$ cat src/rtl/pond_pkg.sv
`default_nettype none
// ============================================================================
// Module      : pond_pkg
// Description : Shared defaults, derived widths and the per-channel
//               configuration bundle for the N-dimensional pond buffer.
// Revision    : 1.0 - initial release
// ============================================================================
package pond_pkg;

  localparam int DEF_DATA_WIDTH = 16;
  localparam int DEF_DEPTH      = 32;
  localparam int DEF_NUM_DIMS   = 6;
  localparam int DEF_CW         = 16;

  // Derived widths: address bits and the width needed to hold 0..NUM_DIMS.
  localparam int DEF_AW = $clog2(DEF_DEPTH);
  localparam int DEF_DW = $clog2(DEF_NUM_DIMS + 1);

  // One channel's static configuration, sized for the default parameters.
  typedef struct packed {
    logic [DEF_DW-1:0]                      dimensionality;
    logic [DEF_NUM_DIMS-1:0][DEF_CW-1:0]    ranges;
    logic [DEF_AW-1:0]                      addr_start;
    logic [DEF_NUM_DIMS-1:0][DEF_AW-1:0]    addr_strides;
    logic [DEF_CW-1:0]                      sched_start;
    logic [DEF_NUM_DIMS-1:0][DEF_CW-1:0]    sched_strides;
  } chan_cfg_t;

endpackage
`default_nettype wire

$ cat src/rtl/pond_nd_channel.sv
`default_nettype none
// ============================================================================
// Module      : pond_nd_channel
// Description : One access channel: N-dimensional iterator, address and
//               schedule generators, plus the active/done bookkeeping.
// Revision    : 1.0 - initial release
// ============================================================================
module pond_nd_channel
  import pond_pkg::*;
#(
  parameter int NUM_DIMS = DEF_NUM_DIMS,
  parameter int CW       = DEF_CW,
  parameter int AW       = DEF_AW,
  parameter int DW       = DEF_DW
) (
  input  logic                   gclk,
  input  logic                   rst_n,
  input  logic                   clk_en,
  input  logic                   flush,
  input  logic [CW-1:0]          cycle_count,
  input  logic [DW-1:0]          dimensionality,
  input  logic [NUM_DIMS*CW-1:0] ranges,
  input  logic [AW-1:0]          addr_start,
  input  logic [NUM_DIMS*AW-1:0] addr_strides,
  input  logic [CW-1:0]          sched_start,
  input  logic [NUM_DIMS*CW-1:0] sched_strides,
  output logic                   fire,
  output logic [AW-1:0]          addr,
  output logic                   done
);

  logic                         active;
  logic [NUM_DIMS-1:0][CW-1:0]  cnt;
  logic [AW-1:0]                addr_offset;
  logic [CW-1:0]                sched_offset;

  logic [NUM_DIMS-1:0]          lvl_onehot;
  logic [NUM_DIMS-1:0]          lower_mask;
  logic                         last;
  logic [AW-1:0]                addr_step;
  logic [CW-1:0]                sched_step;

  // Pick the lowest active level that has not yet reached its range.
  always_comb begin
    logic found;
    found      = 1'b0;
    lvl_onehot = '0;
    addr_step  = '0;
    sched_step = '0;
    for (int i = 0; i < NUM_DIMS; i++) begin
      if (!found && (DW'(i) < dimensionality) && (cnt[i] != ranges[i*CW +: CW])) begin
        found         = 1'b1;
        lvl_onehot[i] = 1'b1;
        addr_step     = addr_strides[i*AW +: AW];
        sched_step    = sched_strides[i*CW +: CW];
      end
    end
    last = !found;
  end

  // Every level below the selected one wraps back to zero.
  assign lower_mask = lvl_onehot - NUM_DIMS'(1);

  // Flush suppresses firing so the soft-reset cycle performs no access.
  assign fire = active && (dimensionality != '0) && !flush &&
                (cycle_count == sched_start + sched_offset);
  assign addr = addr_start + addr_offset;

  // Advance the iterator on each fire; the final fire retires the nest.
  always_ff @(posedge gclk or negedge rst_n) begin
    if (!rst_n) begin
      active       <= 1'b1;
      done         <= 1'b0;
      cnt          <= '0;
      addr_offset  <= '0;
      sched_offset <= '0;
    end else if (clk_en) begin
      if (flush) begin
        active       <= 1'b1;
        done         <= 1'b0;
        cnt          <= '0;
        addr_offset  <= '0;
        sched_offset <= '0;
      end else if (fire) begin
        if (last) begin
          active       <= 1'b0;
          done         <= 1'b1;
          cnt          <= '0;
          addr_offset  <= '0;
          sched_offset <= '0;
        end else begin
          for (int i = 0; i < NUM_DIMS; i++) begin
            if (lvl_onehot[i]) begin
              cnt[i] <= cnt[i] + CW'(1);
            end else if (lower_mask[i]) begin
              cnt[i] <= '0;
            end
          end
          addr_offset  <= addr_offset + addr_step;
          sched_offset <= sched_offset + sched_step;
        end
      end
    end
  end

endmodule
`default_nettype wire

$ cat src/rtl/pond_nd_rw.sv
`default_nettype none
// ============================================================================
// Module      : pond_nd_rw
// Description : N-dimensional pond: register-file buffer with one scheduled
//               write channel and one scheduled, registered read channel.
// Revision    : 1.0 - initial release
// ============================================================================
module pond_nd_rw
  import pond_pkg::*;
#(
  parameter  int DATA_WIDTH = DEF_DATA_WIDTH,
  parameter  int DEPTH      = DEF_DEPTH,
  parameter  int NUM_DIMS   = DEF_NUM_DIMS,
  parameter  int CW         = DEF_CW,
  localparam int AW         = $clog2(DEPTH),
  localparam int DW         = $clog2(NUM_DIMS + 1)
) (
  input  logic                   gclk,
  input  logic                   rst_n,
  input  logic                   clk_en,
  input  logic                   flush,
  input  logic [DATA_WIDTH-1:0]  data_in,
  output logic [DATA_WIDTH-1:0]  data_out,
  output logic                   valid_out,
  output logic                   wr_done,
  output logic                   rd_done,
  input  logic [DW-1:0]          wr_dimensionality,
  input  logic [NUM_DIMS*CW-1:0] wr_ranges,
  input  logic [AW-1:0]          wr_addr_start,
  input  logic [NUM_DIMS*AW-1:0] wr_addr_strides,
  input  logic [CW-1:0]          wr_sched_start,
  input  logic [NUM_DIMS*CW-1:0] wr_sched_strides,
  input  logic [DW-1:0]          rd_dimensionality,
  input  logic [NUM_DIMS*CW-1:0] rd_ranges,
  input  logic [AW-1:0]          rd_addr_start,
  input  logic [NUM_DIMS*AW-1:0] rd_addr_strides,
  input  logic [CW-1:0]          rd_sched_start,
  input  logic [NUM_DIMS*CW-1:0] rd_sched_strides
);

  logic [CW-1:0]         cycle_count;
  logic                  wr_fire;
  logic                  rd_fire;
  logic [AW-1:0]         wr_addr;
  logic [AW-1:0]         rd_addr;
  logic                  bypass;
  logic [DATA_WIDTH-1:0] rd_word;
  logic [DATA_WIDTH-1:0] mem [DEPTH];

  pond_nd_channel #(
    .NUM_DIMS (NUM_DIMS),
    .CW       (CW),
    .AW       (AW),
    .DW       (DW)
  ) u_wr_chan (
    .gclk           (gclk),
    .rst_n          (rst_n),
    .clk_en         (clk_en),
    .flush          (flush),
    .cycle_count    (cycle_count),
    .dimensionality (wr_dimensionality),
    .ranges         (wr_ranges),
    .addr_start     (wr_addr_start),
    .addr_strides   (wr_addr_strides),
    .sched_start    (wr_sched_start),
    .sched_strides  (wr_sched_strides),
    .fire           (wr_fire),
    .addr           (wr_addr),
    .done           (wr_done)
  );

  pond_nd_channel #(
    .NUM_DIMS (NUM_DIMS),
    .CW       (CW),
    .AW       (AW),
    .DW       (DW)
  ) u_rd_chan (
    .gclk           (gclk),
    .rst_n          (rst_n),
    .clk_en         (clk_en),
    .flush          (flush),
    .cycle_count    (cycle_count),
    .dimensionality (rd_dimensionality),
    .ranges         (rd_ranges),
    .addr_start     (rd_addr_start),
    .addr_strides   (rd_addr_strides),
    .sched_start    (rd_sched_start),
    .sched_strides  (rd_sched_strides),
    .fire           (rd_fire),
    .addr           (rd_addr),
    .done           (rd_done)
  );

  // Free-running schedule time base, frozen by stall and zeroed by flush.
  always_ff @(posedge gclk or negedge rst_n) begin
    if (!rst_n) begin
      cycle_count <= '0;
    end else if (clk_en) begin
      cycle_count <= flush ? '0 : cycle_count + CW'(1);
    end
  end

  // Storage write; contents deliberately survive reset and flush.
  always_ff @(posedge gclk) begin
    if (clk_en && wr_fire) begin
      mem[wr_addr] <= data_in;
    end
  end

  // A same-cycle write to the read address forwards the new word.
  assign bypass  = wr_fire && rd_fire && (wr_addr == rd_addr);
  assign rd_word = bypass ? data_in : mem[rd_addr];

  // Registered read port; valid_out strobes for exactly one enabled cycle.
  always_ff @(posedge gclk or negedge rst_n) begin
    if (!rst_n) begin
      data_out  <= '0;
      valid_out <= 1'b0;
    end else if (clk_en) begin
      if (flush) begin
        valid_out <= 1'b0;
      end else if (rd_fire) begin
        data_out  <= rd_word;
        valid_out <= 1'b1;
      end else begin
        valid_out <= 1'b0;
      end
    end
  end

endmodule
`default_nettype wire

$ cat config.mk
export PLATFORM = sky130hd
export DESIGN_NAME = pond_nd_rw
export DESIGN_NICKNAME = d
export VERILOG_FILES = /design/src/rtl/pond_pkg.sv /design/src/rtl/pond_nd_channel.sv /design/src/rtl/pond_nd_rw.sv
export SDC_FILE = /design/constraint.sdc
export NUM_CORES = 1
export LEC_CHECK = 0
export BUFFER_PORTS_ARGS = -buffer_cell sky130_fd_sc_hd__clkbuf_2
export CAP_MARGIN = 5
export CORE_ASPECT_RATIO = 2
export CORE_MARGIN = 10
export CORE_UTILIZATION = 53
export CTS_CLUSTER_SIZE = 16
export DETAILED_ROUTE_END_ITERATION = 16
export PLACE_DENSITY = 0.79
export REMOVE_ABC_BUFFERS = 1
export SYNTH_ARGS = -nofsm -noshare
export SYNTH_HDL_FRONTEND = slang
export SYNTH_SLANG_ARGS = --single-unit
$ cat constraint.sdc
create_clock -name gclk -period 5.2 [get_ports gclk]
set_clock_uncertainty 0.1 [all_clocks]
set_input_delay 1.04 -clock gclk [delete_from_list [all_inputs] [get_ports gclk]]
set_output_delay 1.04 -clock gclk [all_outputs]
set_load 0.01 [all_outputs]
Word level (Yosys, flattened, before mapping)
Memories as Yosys holds them, arrays and structs flattened. A register that Yosys moved wholly into a read port is not among the register bits.
Cells that the tools add are included.
Word-level totals
  register bits after elaboration: 255
  bits in writable memories: 512
  bits of input ports: 512
  memories kept: 1
Memory list
  mem: words 32, width 16, rd ports 1, clocked after Yosys merged registers in 1, write ports 1, line pond_nd_rw.sv:48  | logic [DATA_WIDTH-1:0] mem [DEPTH];
Operators by class
  $add $sub $neg: 23
  order comparisons: 12
  equal/unequal tests: 28
  mux-type cells: 105
  bitwise gates (word level): 1
  reductions and logical operators: 62
Operators with widths (count)
  $mux 16: 43
  $mux 96: 6
  $add 16x1->16 const B: 13
  $ne 16x16->1: 12
  $mux 5: 18
  $add 16x16->16: 4
  $ne 4x2->1 const B: 12
  $reduce_and 3->1: 15
  $mux 1: 38
  $eq 16x16->1: 2
  $logic_and 1x1->1: 29
  $add 5x5->5: 4
  $logic_not 1->1: 12
  $lt 1x3->1 const A: 4
  $lt 2x3->1 const A: 4
  $lt 3x3->1 const A: 4
  $sub 6x1->6 const B: 2
  $reduce_bool 3->1: 2
  $ne 2x2->1 const B: 2
  $reduce_and 2->1: 2
  $reduce_bool 2->1: 2
  $not 1->1: 1

Longest topological paths before layout
Gate-level depths: netlist of the first run.
  word-level depth: 29
  gate-level depth with buffers: 25
  depth with buffers taken out: 22

Cells and area by module
From an unflattened synthesis of the first run, not the netlist that was laid out.
Unflattened totals
  cell total of the unflattened synthesis: 3587
  area total of the unflattened synthesis: 42218.0 µm²
Modules (own cells, without submodules)
  pond_nd_rw: instances 1, cells an instance 1000, area each 21299.2 µm²
  pond_nd_channel at u_wr_chan: instances 1, cells an instance 1316, area each 10655.2 µm²
  pond_nd_channel at u_rd_chan: instances 1, cells an instance 1271, area each 10263.6 µm²

Worst setup path after synthesis of the first run
No wires, ideal clock.
  path type: input-to-reg
  start point: input wr_ranges[13]
  end point: register u_wr_chan.sched_offset[15]
  library setup time: 0.139 ns
  data arrival time: 5.403 ns
  required time: 4.961 ns
  slack: -0.442 ns
  stages on the path: 22
  path buffers: 3
  cells stage by stage: xnor2_1 nand4_1 nor4_2 o211a_1 clkbuf_1 clkbuf_1 clkbuf_1 a22oi_1 nand2_1 a221oi_1 a21oi_1 ha_1 nand3_1 o211ai_1 o41ai_1 o311ai_0 o41a_1 nand4_1 nand4b_1 xnor2_1 mux2i_1 o21ai_0
On the way
  word-level cells in the longest chain between the ends: 27
  elaborated cells on any way between the ends: 33
Ends and longest elaborated chain
  start: declaration: line pond_nd_rw.sv:28  | input logic [NUM_DIMS*CW-1:0] wr_ranges,
  $ne 16x16->1 *: line pond_nd_channel.sv:51  | if (!found && (DW'(i) < dimensionality) && (cnt[i] != ranges[i*CW +: CW])) begin
  $logic_and 1x1->1 *: line pond_nd_channel.sv:51
  $mux 1: line pond_nd_channel.sv:51
  $logic_not 1->1: line pond_nd_channel.sv:51
  $logic_and 1x1->1 (2 in series): line pond_nd_channel.sv:51
  $mux 1: line pond_nd_channel.sv:51
  $logic_not 1->1: line pond_nd_channel.sv:51
  $logic_and 1x1->1 (2 in series): line pond_nd_channel.sv:51
  [... 8 more ...]
  $mux 1: line pond_nd_channel.sv:51
  $logic_not 1->1: line pond_nd_channel.sv:51
  $logic_and 1x1->1 (2 in series): line pond_nd_channel.sv:51
  $mux 16: line pond_nd_channel.sv:51
  $add 16x16->16: line pond_nd_channel.sv:100  | sched_offset <= sched_offset + sched_step;
  $mux 16 *: line pond_nd_channel.sv:85  | if (last) begin
  $mux 16 *: line pond_nd_channel.sv:84  | end else if (fire) begin
  $mux 16 *: line pond_nd_channel.sv:78  | if (flush) begin
  end signal: assignment: line pond_nd_channel.sv:100
  end: declaration: line pond_nd_channel.sv:35  | logic [CW-1:0] sched_offset;
Every way passes the cells marked *; elsewhere a longest branch is shown, timed or not. The select of a mux whose other input is x is not followed.
A chain may end at the register's enable or synchronous reset.

Worst setup path after layout of the first run
  start point: register u_rd_chan.cnt[8] in the netlist's numbering
  end point: register u_rd_chan.sched_offset[15]
On the way
  word-level cells in the longest chain between the ends: 27
  elaborated cells on any way between the ends: 33
Ends and longest elaborated chain
  start: declaration: line pond_nd_channel.sv:33  | logic [NUM_DIMS-1:0][CW-1:0] cnt;
  start signal: indexed assignment: line pond_nd_channel.sv:94  | cnt[i] <= cnt[i] + CW'(1);
  $ne 16x16->1 *: line pond_nd_channel.sv:51
  $logic_and 1x1->1 *: line pond_nd_channel.sv:51
  $mux 1: line pond_nd_channel.sv:51
  $logic_not 1->1: line pond_nd_channel.sv:51
  $logic_and 1x1->1 (2 in series): line pond_nd_channel.sv:51
  $mux 1: line pond_nd_channel.sv:51
  $logic_not 1->1: line pond_nd_channel.sv:51
  $logic_and 1x1->1 (2 in series): line pond_nd_channel.sv:51
  [... 8 more ...]
  $mux 1: line pond_nd_channel.sv:51
  $logic_not 1->1: line pond_nd_channel.sv:51
  $logic_and 1x1->1 (2 in series): line pond_nd_channel.sv:51
  $mux 16: line pond_nd_channel.sv:51
  $add 16x16->16: line pond_nd_channel.sv:100
  $mux 16 *: line pond_nd_channel.sv:85
  $mux 16 *: line pond_nd_channel.sv:84
  $mux 16 *: line pond_nd_channel.sv:78
  end signal: assignment: line pond_nd_channel.sv:100
  end: declaration: line pond_nd_channel.sv:35
Marks and branches as above.

==> key figures, run 1 <==
Clock network
  • Longest Clk Path Bufs: 3
  • CTS Buf Count: roughly 70
  • Root Driver: clkbuf_16
  • Worst-Skew Late Latency: approximately 0.66 ns
  • Sinks on the clock net: just under 800
  • CTS tree: yes
  • H-tree depth: 3
  • Clock-pin slew on the worst setup and hold paths: roughly 0.080 ns

Timing
  • Worst-Margin Slew: 1.00 ns
  • Min Tclk post-route: 5.00 ns
  • Setup TNS: 0 ns
  • Final hold vios: 0
  • Peak Freq: around 0.2 GHz
  • Fin crit share: roughly 96%
  • Min Hold Slack: roughly 0.23 ns
  • Slew Viols, Final: 0
  • Setup violators final: 0
  • Slew margin rel.: 32.6%

Route
  • Routed WL per cell: 26.4 µm
  • Avg Vias per Cell: roughly 6.3
  • First-pass iteration count of the detailed router: 8
  • Final ANT Viol Nets: 0
  • Vias: 32,800
  • Detailed Route WL: between 100,000 and 150,000 µm
  • Iteration-0 DRC Markers: between 3,000 and 4,000
  • Drt drc: 0

Synth
  • List of most frequent post-synthesis cells: edfxtp_1 (512), dfrtp_1 (269), nor2_1 (253)
  • Mapped cell area: ~41,000 µm²
  • Yosys top cell by area: edfxtp_1
  • Post-synth ARST share: 34.6%
  • Post-synthesis area per instance: roughly 12 µm²
  • Register bit total from synthesis: between 700 and 800
  • Synth top area cells: edfxtp_1 (37%), dfrtp_1 (16%), mux4_2 (8.7%)
  • Number of synthesized flops with an enable pin: slightly above 500
  • Yosys cell types: 87
  • Synth Flop Type: edfxtp_1
  • Seq/Total Area, Yosys: 53.8%
  • Mapped Cells: around 3,400
  • Share of the synthesized area in the top cell type: 37.3%
  • Yosys warns: 0
  • Top-count cell post-synth: edfxtp_1

Global route
  • Overall routing resource usage: between 30% and 40%
  • Number of global-route vias before repair: roughly 33,000
  • Initial antenna violation count: 26
  • Pin count of the biggest net entering global routing: around 120
  • Total gr overflow: 0
  • Global-route wire length before repair: 205,000 µm

Die
  • Die Wd: ~220 µm
  • Core footprint: just under 80,000 µm²
  • # IOs: between 500 and 600
  • Die Y-Extent: 414 µm
  • Row count: roughly 140
  • DIE AREA: approximately 90,000 µm²
  • Starting Density: 53.4%

Placement
  • Gpl congestion: 1.00
  • Post-DP Area: around 47,000 µm²
  • Post-DP HPWL: ~100,000 µm
  • Number of buffers added on ports: 530

Pwr
  • Tot Pwr: approximately 16 mW
  • Maximum VDD drop: 0.343 mV
  • Leak: about 20 nW
  • Pwr dens: 330 nW/µm²

Final layout
  • Final nets: roughly 4,800
  • Area grow syn2layout: 19.4%
  • Share of layout cells above drive strength 1: 27.1%
  • Final instance area: 49,200 µm²
  • Fillers: 5,916
  • Core Util, Final: 63.8%

Setup path
  • Worst Setup End Kind: flip-flop
  • Critical path class: reg -> reg
  • Worst Path Max Fanout: 6
  • Worst setup SP type: flip-flop
  • Worst Path Required: 5.63 ns
  • Crit path arrival time: approximately 5.4 ns

Flow run
  • Max Cap Viol: 0

Status
  • Status: completed

Min path
  • Worst Hold Class: in -> async
==> path summary, 6_finish.rpt <==
check	start	to	slack, ns	cells past startpoint
setup / recovery	u_rd_chan.cnt[8]$_DFFE_PN0P_	u_rd_chan.sched_offset[15]$_DFFE_PN0P_	0.20	22
hold / removal	rst_n	u_wr_chan.cnt[3]$_DFFE_PN0P_	0.23	1
max in group asynchronous	rst_n	u_rd_chan.cnt[28]$_DFFE_PN0P_	3.59	2
min in group gclk	data_out[11]$_DFFE_PN0P_	data_out[11]$_DFFE_PN0P_	0.38	2
hold reg to reg	data_out[11]$_DFFE_PN0P_	data_out[11]$_DFFE_PN0P_	0.38	2
setup reg to reg	u_rd_chan.cnt[8]$_DFFE_PN0P_	u_rd_chan.sched_offset[15]$_DFFE_PN0P_	0.20	22
==> metal layers <==
metal,up-vias,routed length (µm),global-route usage (%)
li1,14400,-,-
met1,16200,45700,32.4
met2,1788,71400,52.7
met3,440,12700,7.62
met4,20,8280,17.2
met5,-,141,0
==> worst max-delay path: stages, from the launching register on <==
cell and delay (ns):
dfrtp_1 0.50, xor2_1 0.20, nor4_2 0.31, and4_4 0.30
buf_4 0.12, nor2_2 0.05, nor3_2 0.21, nor3b_2 0.19
buf_4 0.21, a22oi_2 0.14, and3_1 0.22, nor2_1 0.19
ha_1 0.29, a211o_1 0.31, o211ai_1 0.15, a21oi_2 0.12
a41oi_2 0.25, a211o_1 0.22, o21a_1 0.15, o21ai_0 0.12
xnor2_1 0.22, mux2i_1 0.20, o21ai_1 0.08
==> cell families (layout without fill, tap and decap cells) <==
logic type	after synthesis	count (layout)	synth area share, %
AO/OA/AOI/OAI	714	714	10.9
XOR/XNOR	335	335	7.22
adder cells (fa/ha/maj)	101	101	3.21
buffers and inverters	270	1019	2.49
flip-flops	783	783	53.8
multiplexers	209	209	10.0
other	0	17	0
AND/OR/NAND/NOR	1033	1033	12.4
==> layout by cell type, fill, tap and decap left out, drive strengths merged, types with 10 or more instances in the layout <==
| cell type | netlist | layout |
|---|---|---|
| clkbuf | 137 | 625 |
| edfxtp | 512 | 512 |
| dfrtp | 269 | 269 |
| o21ai | 265 | 265 |
| buf | 30 | 257 |
| nor2 | 253 | 253 |
| nand2 | 250 | 250 |
| xnor2 | 179 | 179 |
| mux4 | 160 | 160 |
| xor2 | 153 | 153 |
| a21oi | 142 | 142 |
| inv | 103 | 110 |
| and3 | 101 | 101 |
| ha | 93 | 93 |
| nand3 | 92 | 92 |
| nor3 | 76 | 76 |
| nand4 | 58 | 58 |
| nand2b | 53 | 53 |
| o31ai | 46 | 46 |
| nor4 | 43 | 43 |
| a22oi | 35 | 35 |
| a21o | 30 | 30 |
| mux2i | 26 | 26 |
| a221oi | 24 | 24 |
| a31oi | 24 | 24 |
| mux2 | 23 | 23 |
| or3 | 20 | 20 |
| clkinv | 0 | 19 |
| a22o | 18 | 18 |
| diode | 0 | 17 |
| or2 | 14 | 14 |
| o211ai | 13 | 13 |
| and2 | 13 | 13 |
| o22ai | 13 | 13 |
| a211oi | 11 | 11 |
| nor2b | 11 | 11 |
| a211o | 10 | 10 |
| nand3b | 10 | 10 |
==> report_power, final <==
part	switching (mW)	leakage, nW	total [mW]	internal [mW]
clock network	2.43	1.11	5.27	2.84
registers	0.143	8.33	6.88	6.73
logic	2.17	10.5	4.09	1.92
total	4.75	19.9	16.2	11.5
==> sequential cells by signal, summed over array words and instances (netlist names) <==
register,cells
cycle_count,16
data_out,16
mem,512
u_rd_chan.active,1
u_rd_chan.addr_offset,5
u_rd_chan.cnt,96
u_rd_chan.done,1
u_rd_chan.sched_offset,16
u_wr_chan.active,1
u_wr_chan.addr_offset,5
u_wr_chan.cnt,96
u_wr_chan.done,1
u_wr_chan.sched_offset,16
valid_out,1
==> stage by stage <==
| step | setup slack (ns) | std cells |
|---|---|---|
| floorplan | -2.59 | 3278 |
| global placement | -0.586 | 5085 |
| detailed placement | -0.707 | 5085 |
| CTS | 0.00853 | 5215 |
| global route | -0.0419 | 5227 |
| finish | 0.205 | 5233 |
==> timing repair <==
action / in CTS / in global routing
setup endpoints to repair: 3 / 7
setup buffers: 0 / 1
hold buffers: 0 / 0
pin swaps: 0 / 5
resized for setup: 5 / 20
hold endpoints to repair: 0 / 0
==> final cells by class <==
type / count / area [µm²] / area share [%]
diodes: 17 / 42.5 / 0.0865
clock buffers: 96 / 1960 / 3.99
clock inverters: 34 / 335 / 0.682
inverters: 103 / 387 / 0.786
multi-input cells: 2392 / 18200 / 37.1
flip-flops and latches: 783 / 22200 / 45.1
well taps: 1022 / 1280 / 2.60
repair buffers: 786 / 4800 / 9.75
Power figures use the tool's default switching activity.
==> run 2, diff against run 1 <==
Settings changed: CORE_UTILIZATION 53 to 45, PLACE_DENSITY 0.79 to 0.69, SYNTH_HIERARCHICAL from default to 1.
==> run 2 against run 1 <==
Net effect:
- the run now ends with setup timing left
- global-route usage is 2.5 points lower
- critical path type is now in -> reg
- critical path depth is 3 higher
- hold slack better by 0.095 ns
- largest cell class unchanged
- final area is 7.5% higher
- cell count is 9.7% higher
- count of clock-buffer cells in the layout stayed put
- sequential share of layout area is 3.1 points lower
- sequential cell count stayed put
- area after synthesis is 2.5% higher
- synthesized cell count is 4.1% higher
- clock power is 1% higher
==> key figures, run 2 <==
Timing
  • Setup TNS: -0.288 ns (-0.288 ns)
  • Fin crit share: 102% (+6.3 points)
  • Final hold vios: 0 (unchanged)
  • Setup violators final: 4 (+4)
  • Fin worst setup slack: -0.122 ns (-0.327 ns)
  • RSZ-0062 raised after global routing: yes
  • Slew margin rel.: 27.5% (-5.1 points)
  • Slew Viols, Final: 0 (unchanged)
  • Worst-Margin Slew: 1.08 ns (+0.0787 ns)
  • Peak Freq: 0.188 GHz (-6.1%)
  • Min Tclk post-route: 5.32 ns (+0.327 ns)

Clock network
  • CTS tree: yes
  • CTS Buf Count: 70 (-1.4%)
  • Longest Clk Path Bufs: 3 (unchanged)
  • Root Driver: clkbuf_16
  • Worst-Skew Late Latency: 0.67 ns (about the same)
  • H-tree depth: 3 (unchanged)
  • Hold buffers post-CTS: 0 (unchanged)
  • Clock-pin slew on the worst setup and hold paths: 0.07 ns (about the same)
  • Sinks on the clock net: 783 (unchanged)

Synth
  • Mapped cell area: 42,200 µm² (+2.5%)
  • Seq/Total Area, Yosys: 52.5% (-1.3 points)
  • Synth top area cells: edfxtp_1 (36%), dfrtp_1 (16%), mux4_2 (6.8%)
  • Register bit total from synthesis: 783 (unchanged)
  • Synth Flop Type: edfxtp_1
  • Top-count cell post-synth: edfxtp_1
  • Number of synthesized flops with an enable pin: 512 (unchanged)
  • Post-synth ARST share: 34.6% (unchanged)
  • Yosys top cell by area: edfxtp_1
  • Yosys cell types: 88 (+1.1%)
  • Share of the synthesized area in the top cell type: 36.4% (-0.89 points)
  • Yosys warns: 6 (+6)
  • Mapped Cells: 3,587 (+4.1%)
  • List of most frequent post-synthesis cells: edfxtp_1 (512), o21ai_0 (317), dfrtp_1 (269)
  • Post-synthesis area per instance: 11.8 µm² (-1.6%)

Placement
  • Gpl congestion: 0.997 (-0.68%)
  • Number of buffers added on ports: 530 (unchanged)
  • Post-DP HPWL: 118,000 µm (+13%)

Pwr
  • Pwr dens: 334 nW/µm² (+1.2%)
  • Tot Pwr: 17.7 mW (+8.8%)
  • Maximum VDD drop: 0.245 mV (-29%)
  • Leak: 21.9 nW (+10%)

Die
  • Die Y-Extent: 453 µm (+9.4%)
  • Row count: 158 (+9.7%)
  • Core footprint: 92,900 µm² (+20%)
  • # IOs: 531 (unchanged)
  • Die Wd: 237 µm (+8.9%)
  • DIE AREA: 107,000 µm² (+19%)
  • Starting Density: 45.4% (-8.0 points)

Route
  • Routed WL per cell: 26.5 µm (+0.43%)
  • Avg Vias per Cell: 6.07 (-3.2%)
  • Detailed Route WL: 152,000 µm (+10%)
  • Iteration-0 DRC Markers: 2,936 (-4.4%)
  • First-pass iteration count of the detailed router: 6 (-2)
  • Final ANT Viol Nets: 0 (unchanged)
  • Drt drc: 0 (unchanged)
  • Vias: 34,800 (+6.1%)

Setup path
  • Critical path's slowest cell: nor4_4
  • Worst Setup End Kind: flip-flop
  • CP startpoint: wr_ranges[0]
  • Crit path arrival time: 5.76 ns (+0.33 ns)
  • CP dominant cell by count: a21o_1
  • WP buf/inv: 4 (+2)
  • R2r startpoint: u_wr_chan/cnt[5]$_DFFE_PN0P_
  • Worst Path Max Fanout: 4 (-2)
  • Crit path max-delay family: compound AO/OA/AOI/OAI gates
  • Worst Path Required: 5.64 ns (about the same)
  • Critical path class: in -> reg
  • Worst setup SP type: input pin
  • Slowest stage delay, CP: 0.48 ns (-0.02 ns)

Final layout
  • Biggest register: mem
  • Top flop regs: mem: 512 flops, u_rd_chan/cnt: 96 flops, u_wr_chan/cnt: 96 flops
  • Largest register FFs: 512 (unchanged)
  • Commonest non-fill, non-tap cell in the layout: clkbuf_2
  • Share of layout cells above drive strength 1: 30.8% (+3.7 points)
  • Multi-input gate area: 19,700 µm² (+8.2%)
  • Fillers: 7,676 (+30%)
  • Most frequent cells in the layout: clkbuf_2 (526), edfxtp_1 (512), buf_4 (393), o21ai_0 (304), dfrtp_1 (266)
  • Final nets: 5,089 (+7.1%)
  • Area grow syn2layout: 25.2%
  • Core Util, Final: 56.9% (-6.9 points)
  • Register area: 22,200 µm² (about the same)

Flow run
  • Max Cap Viol: 0 (unchanged)

Global route
  • Overall routing resource usage: 27.6% (-2.5 points)
  • Total gr overflow: 0 (unchanged)
  • Global-route wire length before repair: 224,000 µm (+9.2%)
  • Initial antenna violation count: 18 (-31%)
  • Pin count of the biggest net entering global routing: 111 (-6.7%)
  • Number of global-route vias before repair: 35,400 (+6.1%)

Min path
  • Worst Hold Class: in -> async

Status
  • Status: finished, violations left
  • Failing checks: setup timing
## run 2: changes by cell type in the layout (fill, tap and decap cells not counted), sizes merged, moves of 41 or more
cell and delta:
buf +212, o21ai +92, mux2i +65, nor2 -55
xnor2 -50, nor3 -44, inv -41
## run 2: metrics by stage
stage	instances	cell area (µm²)	hold WS [ns]	setup WS, ns
2_1_floorplan	3402	41400	0.364	-4.14
6_report	5738	52900	0.325	-0.122
3_5_place_dp	5545	49400	0.379	-1.69
5_1_grt	5729	52900	0.380	-0.335
4_1_cts	5699	52300	0.368	-0.134
3_3_place_gp	5545	49400	0.369	-1.62
## run 2: worst paths after layout
path	cells after the start	end	slack [ns]
worst min-delay path	1	u_wr_chan/cnt[37]$_DFFE_PN0P_	0.32
worst min register to register	1	valid_out$_DFFE_PN0P_	0.39
worst max-delay path	25	u_wr_chan/sched_offset[15]$_DFFE_PN0P_	-0.12
max in group asynchronous	2	u_rd_chan/cnt[63]$_DFFE_PN0P_	3.53
min in group gclk	1	valid_out$_DFFE_PN0P_	0.39
worst max register to register	24	u_wr_chan/sched_offset[15]$_DFFE_PN0P_	-0.11
## run 2: timing repair
item                                    4_1_cts  5_1_grt
endpoints found under the setup margin       17       56
cloned                                        1        1
pin swaps                                    44       59
buffers inserted                             29       27
resized for setup                            86       83
## run 2: metal layers
metal / up-vias / routed length [µm] / global-route usage, % / part of all wire, %
met5: - / 110 / 0 / 0.072
met4: 16 / 10900 / 17.6 / 7.2
met3: 436 / 11800 / 6.02 / 7.7
met2: 1672 / 78800 / 49.9 / 52
met1: 17200 / 50600 / 28.4 / 33
li1: 15500 / - / - / -
## run 2: cell type report
class / count / area share, %
repair buffers: 995 / 13.0
multi-input cells: 2553 / 37.3
clock buffers: 96 / 3.73
inverters: 67 / 0.490
flip-flops and latches: 783 / 41.9
diodes: 15 / 0.0710
clock inverters: 29 / 0.663
well taps: 1200 / 2.84
## run 2: cells by family (layout without fill, tap and decap cells)
logic type	count (synthesis)	count (layout)	share of synthesized area (%)
simple gates	1024	1025	12.4
buf+inv	252	1187	2.57
compound gates	894	894	13.5
xor+xnor	293	293	6.14
flops	783	783	52.5
other cells	0	15	0
mux	234	234	9.54
fa+ha+maj	107	107	3.31
## run 2: report_power, final
group | leakage, nW | internal [mW] | switching (mW)
combinational | 12.5 | 2.45 | 2.97
clock | 1.12 | 2.90 | 2.44
sequential | 8.33 | 6.76 | 0.148
